[src/rtl/fetch_unit.sv]
// Instruction fetch unit: fetches from instruction memory, issues non-branch
// instructions into a single IR, resolves JMP/JNZ/ZNJ redirects locally and
// detects the JMP end-loop that signals program completion.
module fetch_unit #(
  parameter logic [7:0] RESET_PC = 8'd0,
  parameter logic [3:0] OP_JMP   = 4'h1,
  parameter logic [3:0] OP_JNZ   = 4'h2,
  parameter logic [3:0] OP_ZNJ   = 4'h3,
  parameter logic [3:0] OP_CHECK = 4'h4
) (
  input  logic        clk,
  input  logic        rst,
  output logic [7:0]  pc,
  input  logic [31:0] op,
  input  logic        stall,
  input  logic        flag_valid,
  input  logic        flag_nz,
  output logic [31:0] ir_op,
  output logic [7:0]  ir_pc,
  output logic        ir_valid,
  output logic        halted,
  output logic [15:0] br_cnt
);

  typedef enum logic [1:0] {RUN, WAIT_FLAG, HALT} state_t;

  state_t      state;
  logic        flag_ready;
  logic        flag_val;
  logic        prev_jmp;
  logic [7:0]  prev_jmp_pc;
  logic        wait_jnz;
  logic [7:0]  wait_target;

  logic [3:0]  opcode;
  logic [7:0]  target;
  logic        slot_open;
  logic        is_jmp;
  logic        is_cond;
  logic        flag_now;
  logic        cond_taken;
  logic        wait_taken;
  logic        jmp_halt;
  logic        issue_check;
  logic [7:0]  pc_inc;
  logic [15:0] br_cnt_inc;

  assign opcode      = op[31:28];
  assign target      = op[27:20];
  assign slot_open   = ~ir_valid | ~stall;
  assign is_jmp      = (opcode == OP_JMP);
  assign is_cond     = (opcode == OP_JNZ) || (opcode == OP_ZNJ);
  // A flag arriving this cycle is fresher than the stored one.
  assign flag_now    = flag_valid ? flag_nz : flag_val;
  assign cond_taken  = (opcode == OP_JNZ) ? flag_now : ~flag_now;
  assign wait_taken  = wait_jnz ? flag_nz : ~flag_nz;
  assign jmp_halt    = (target == pc) || (prev_jmp && (target == prev_jmp_pc));
  assign issue_check = (state == RUN) && slot_open && (opcode == OP_CHECK);
  assign pc_inc      = pc + 8'd1;
  assign br_cnt_inc  = (br_cnt == 16'hFFFF) ? br_cnt : br_cnt + 16'd1;

  // Sticky CHECK result; a new result beats the clear from issuing a CHECK.
  always_ff @(posedge clk or posedge rst) begin
    if (rst) begin
      flag_ready <= 1'b0;
      flag_val   <= 1'b0;
    end else if (state != HALT) begin
      if (flag_valid) begin
        flag_ready <= 1'b1;
        flag_val   <= flag_nz;
      end else if (issue_check) begin
        flag_ready <= 1'b0;
      end
    end
  end

  // Fetch/issue state machine with branch resolution and end-loop detection.
  always_ff @(posedge clk or posedge rst) begin
    if (rst) begin
      state       <= RUN;
      pc          <= RESET_PC;
      ir_op       <= 32'd0;
      ir_pc       <= 8'd0;
      ir_valid    <= 1'b0;
      halted      <= 1'b0;
      br_cnt      <= 16'd0;
      prev_jmp    <= 1'b0;
      prev_jmp_pc <= 8'd0;
      wait_jnz    <= 1'b0;
      wait_target <= 8'd0;
    end else begin
      case (state)
        RUN: begin
          if (slot_open) begin
            if (is_jmp) begin
              ir_valid    <= 1'b0;
              pc          <= target;
              br_cnt      <= br_cnt_inc;
              prev_jmp    <= 1'b1;
              prev_jmp_pc <= pc;
              if (jmp_halt) begin
                state  <= HALT;
                halted <= 1'b1;
              end
            end else if (is_cond) begin
              ir_valid <= 1'b0;
              prev_jmp <= 1'b0;
              if (flag_valid || flag_ready) begin
                if (cond_taken) begin
                  pc     <= target;
                  br_cnt <= br_cnt_inc;
                end else begin
                  pc <= pc_inc;
                end
              end else begin
                state       <= WAIT_FLAG;
                wait_jnz    <= (opcode == OP_JNZ);
                wait_target <= target;
              end
            end else begin
              ir_op    <= op;
              ir_pc    <= pc;
              ir_valid <= 1'b1;
              pc       <= pc_inc;
              prev_jmp <= 1'b0;
            end
          end
        end
        WAIT_FLAG: begin
          if (flag_valid) begin
            state <= RUN;
            if (wait_taken) begin
              pc     <= wait_target;
              br_cnt <= br_cnt_inc;
            end else begin
              pc <= pc_inc;
            end
          end
        end
        HALT: begin
          if (!stall) begin
            ir_valid <= 1'b0;
          end
        end
        default: state <= RUN;
      endcase
    end
  end

endmodule

[config.mk]
export PLATFORM = sky130hd
export DESIGN_NAME = fetch_unit
export DESIGN_NICKNAME = d
export VERILOG_FILES = /design/src/rtl/fetch_unit.sv
export SDC_FILE = /design/constraint.sdc
export NUM_CORES = 1
export LEC_CHECK = 0
export ABC_AREA = 1
export BUFFER_PORTS_ARGS = -buffer_cell sky130_fd_sc_hd__buf_4
export CORE_UTILIZATION = 48
export CTS_CLUSTER_SIZE = 40
export DETAILED_ROUTE_END_ITERATION = 7
export GPL_ROUTABILITY_DRIVEN = 1
export PLACE_DENSITY = 0.72
export SYNTH_ARGS = -nofsm -noshare
export SYNTH_HDL_FRONTEND = slang
export SYNTH_SLANG_ARGS = --single-unit
[constraint.sdc]
create_clock -name clk -period 3.7 [get_ports clk]
set_input_delay 0.74 -clock clk [delete_from_list [all_inputs] [get_ports clk]]
set_output_delay 0.74 -clock clk [all_outputs]
set_load 0.02 [all_outputs]
# After elaboration in Yosys (flattened, before gate mapping)
# Index checks and enable logic that the tools add are counted.
# W data, S select, Z words.
[word_totals]
ff_bits = 88
inputBits = 37
wordCells = 99
out_inout_bits = 66
[op_classes]
eq_ne = 20
reduce_logical = 20
n_addsub = 2
bitwise = 9
mux = 35
[op_table]
columns = ["operator", "n"]
rows = [
  ["$mux W16", 8],
  ["$mux W8", 7],
  ["$pmux W16 S2", 1],
  ["$add A16 B1 Y16 const B", 1],
  ["$eq A16 B16 Y1 const B", 1],
  ["$eq A8 B8 Y1", 2],
  ["$pmux W8 S2", 1],
  ["$mux W2", 6],
  ["$ne A3 B3 Y1 const B", 4],
  ["$reduce_and A4 Y1", 3],
  ["$mux W1", 10],
  ["$ne A2 B2 Y1 const B", 5],
  ["$add A8 B1 Y8 const B", 1],
  ["$eq A4 B2 Y1 const B", 2],
  ["$not A1 Y1", 8],
  ["$reduce_and A7 Y1", 1],
  ["$pmux W2 S3", 1],
  ["$reduce_and A3 Y1", 2],
  ["$reduce_and A6 Y1", 1],
  ["$reduce_bool A2 Y1", 3],
  ["$reduce_and A5 Y1", 1],
  ["$eq A4 B1 Y1 const B", 1],
  ["$eq A4 B3 Y1 const B", 1],
  ["$ne A4 B3 Y1 const B", 1],
  ["9 further kinds", 14],
]

# Depth between registers and ports, before layout
[depth]
depth_word = 9
ltp_mapped = 10
mapped_depth_nobuf = 10

# Worst setup path after synthesis
# OpenSTA, ideal clock, no wires.
[synth_timing]
kind = "input-to-reg"
start = "input port op[31]"
end = "register ir_op[0]"
n_path_buf = 1
setup_time_ps = 125
path_slack_ps = 1861
arrival_ps = 1714
stages = 5
required_ps = 3575
cell_sequence = "nor2_1 > o21ai_0 > nand2_1 > buf_2 > mux2_2"
[synth_between]
elab_chain_cells = 4
elab_cells_between_ends = 7
cone_classes = "eq/ne (3); bitwise (2); reduce/logical (2)"
[synth_rtl]
columns = ["item", "line", "source"]
rows = [
  ["from (decl)", "14", "input logic [31:0] op,"],
  ["$eq A4 B2 Y1", "52", "assign is_cond = (opcode == OP_JNZ) || (opcode == OP_ZNJ);"],
  ["$logic_or A1 B1 Y1", "52", ""],
  ["$not A1 Y1 (no line)", "--", ""],
  ["$reduce_and A4 Y1 (no line) (*)", "--", ""],
  ["to (signal assigned)", "121", "ir_op <= op;"],
  ["to (decl)", "18", "output logic [31:0] ir_op,"],
]
# Mark *: on every way between the ends. The rest lies on a longest branch, timed or not.
# A chain may end at the register's enable or synchronous reset.

# Final worst setup path
[layout_timing]
start = "input port op[29]"
end = "register ir_op[4]"
# Same word-level chain as after synthesis.

==> results.tsv <==
stage	metric	value	unit
outcome	outcome	complete, but fails checks	
outcome	failing checks	DRC	
worst_hold_path	worst min path class	in -> async	
power_and_ir_drop	P_sw	1305	uW
timing	setup violators final	0	
place	Post-DP Area	0.005316	sq mm
floorplan	Initial Utilization	50.48	%
floorplan	core area	0.008848	sq mm
synthesis	ranking of synthesized cells by area	dfrtp_1 (49%), nand2_1 (13%), o21ai_0 (6.2%)	
clocking	later-pin clock latency in the skew report	0.36	ns
cells_and_area	share of post-route cells with drive strength above 1	23.85	%
power_and_ir_drop	Max IR drop VDD	425.2	uV
synthesis	top-count cell post-synth	nand2_1	
synthesis	Avg Synthesized Cell Area	8.151	sq um
synthesis	Post-synth top cells	nand2_1 (152), dfrtp_1 (88), inv_1 (55), o21ai_0 (55), nand3_1 (49)	
power_and_ir_drop	clock network fraction of design power	21.6	%
drt	initial detailed-routing violation count	196	
drt	1st-pass router iterations	7	
setup_path	arrival time at the worst endpoint	2.50	ns
timing	Least-Margin Pin Slew	1.048	ns
setup_path	R2R depth	8	
cells_and_area	area grow syn2layout	23.73	%
timing	Max Freq	442.3	MHz
cells_and_area	antenna diode count	0	
clocking	total CTS buffers	9	
setup_path	Worst setup EP type	flop	
synthesis	post-synth top area share	49.30	%
clocking	htree depth	3	
timing	TNS Setup	0	ns
timing	Max Transition Viols Final	0	
synthesis	number of flops mapped to enable cells by yosys	0	
drt	Avg WL per Cell	14.07	um
power_and_ir_drop	Lkg Pwr	0.002841	uW
clocking	clock sink total	88	
place	GP Congestion	0.9337	
timing	Fin Clk Skew	0.01680	ns
place	IO Port Bufs	102	
clocking	Reg clk slew, reported paths	0.10	ns
floorplan	Placement Rows	34	
clocking	Root Buffer Master	clkbuf_8	
global_route	global-route wire length before repair	18010	um
global_route	grt ovf	0	
clocking	Max clock buf depth	2	
clocking	CTS tree	done	
global_route	largest net degree at the start of global routing	89	
global_route	initial antenna violation count	0	
timing	unrepaired setup endpoints after global routing	no	
clocking	post-cts resize count	0	
global_route	vias in the first global route	3829	
global_route	total track usage	23.22	%
floorplan	Ports	103	
floorplan	die area	0.009695	sq mm
setup_path	CP Launch Type	input pin	
clocking	Post-CTS Hold Buffers	0	
timing	period utilization	61.10	%
setup_path	Req. time, crit path	3.94	ns
drt	WL final	10670	um
power_and_ir_drop	Sw Ratio	39.17	%
synthesis	synth warn	0	
floorplan	Horiz. Die Dim	98.47	um
synthesis	distinct cell type count after synthesis	28	
synthesis	Synth Flop Type	dfrtp_1	
drt	antenna-violating nets left	0	
drt	Post-route DRC	10	
setup_path	critical path type	in -> reg	
cells_and_area	Nets	684	
power_and_ir_drop	Design Power	3332	uW
synthesis	synthesized instance count	548	
place	Placed Cells	742	
synthesis	register area share after synthesis	49.30	%
synthesis	top cell type by total area after synthesis	dfrtp_1	
power_and_ir_drop	Comb pwr share	36.4	%
timing	Final min period	2.261	ns
power_and_ir_drop	PD cells	602.8	mW/mm^2
drt	DR vias/cell	5.235	
cells_and_area	fin area	0.005527	sq mm
floorplan	die height	98.47	um
synthesis	syn nets	587	
power_and_ir_drop	Int Pwr	2027	uW
clocking	setup bufs post-CTS	0	
synthesis	async set-reset flop share out of synthesis	100.0	%
cells_and_area	Layout Cells excl Fill	758	
power_and_ir_drop	register share of total power	42.1	%
place	Final HPWL DP	7602	um
timing	Slew headroom	29.86	%
setup_path	crit path max fanout	61	
timing	Final Hold Vio Count	0	
drt	via count	3968	
job	Max Cap Violations	0	
synthesis	Cell Area, Synth	0.004467	sq mm
synthesis	FF+latch count, synth	88	
[routing by layer]
metal	vias up	wire length (um)	track usage, %
li1	1962	-	-
met1	1837	4775	31.56
met2	146	4894	37.27
met3	23	697	3.121
met4	0	297	10.79
met5	-	0	0
[layout by cell type (no fill, tap or decap), types with 3 or more instances in the layout]
cell and instances:
nand3_1 49, nor2_2 3, or2_2 3, buf_4 102, inv_1 54, nand4_1 4
o21ai_0 55, xnor2_1 6, inv_6 3, clkbuf_8 9, o21ai_1 4, mux2_2 20
xor2_1 17, a21oi_1 15, nand2_1 151, nor3_1 9, nor2_1 36, dfrtp_1 88
inv_2 3
[metrics by stage]
stage          hold WS, ns  util (%)  worst slack, ns
2_1_floorplan       0.4479         -           0.6814
3_3_place_gp        0.4517     60.08            1.147
3_5_place_dp        0.4716     60.08            1.064
4_1_cts             0.4909     62.46            1.446
5_1_grt             0.5030     62.46            1.292
6_report            0.4614     62.46            1.439
[power by group through the flow]
stage / clock network [uW] / registers (uW) / logic [uW]
after CTS: 727 / 1400 / 1220
after global placement: 0 / 1410 / 1180
final: 718 / 1400 / 1210
after detailed placement: 0 / 1410 / 1210
after floorplan: 0 / 1560 / 582
after global routing: 768 / 1430 / 1330
[critical path, cell delays in order]
cell,delay [ns]
buf_4,0.13
o21ai_0,0.39
nand2_2,0.70
mux2_2,0.52
[kinds of logic (layout without fill, tap and decap cells)]
logic type,after synthesis,after routing,synth area share (%)
mux,20,20,5.042
xor+xnor,23,23,4.510
flops,88,88,49.30
simple gates,262,262,24.90
buf+inv,75,177,6.555
compound gates,78,78,9.132
fa+ha+maj,2,2,0.5601
[sequential cells by signal, indices dropped and copies added (netlist names), 2 cells and up]
register	flops
pc	8
state	2
ir_pc	8
br_cnt	16
prev_jmp_pc	8
ir_op	32
wait_target	8
[cell type report]
class                   count  area [sq um]
clock buffers               9         123.9
well taps                 108         135.1
flip-flops and latches     88          2202
fillers                   768          3322
repair buffers            103         785.8
inverters                  58         219.0
clock inverters             7         86.33
multi-input cells         385          1974
[worst paths after layout]
check                           startpoint             end  slack, ns
worst max-delay path                op[29]        ir_op[4]       1.44
worst min-delay path                   rst        ir_op[9]       0.46
worst max register to register    state[1]      br_cnt[12]       1.53
worst min register to register   ir_op[29]       ir_op[29]       0.49
max in group asynchronous              rst  wait_target[1]       2.87
min in group clk                 ir_op[29]       ir_op[29]       0.49
Note: power is estimated with default switching activity, not from simulation.
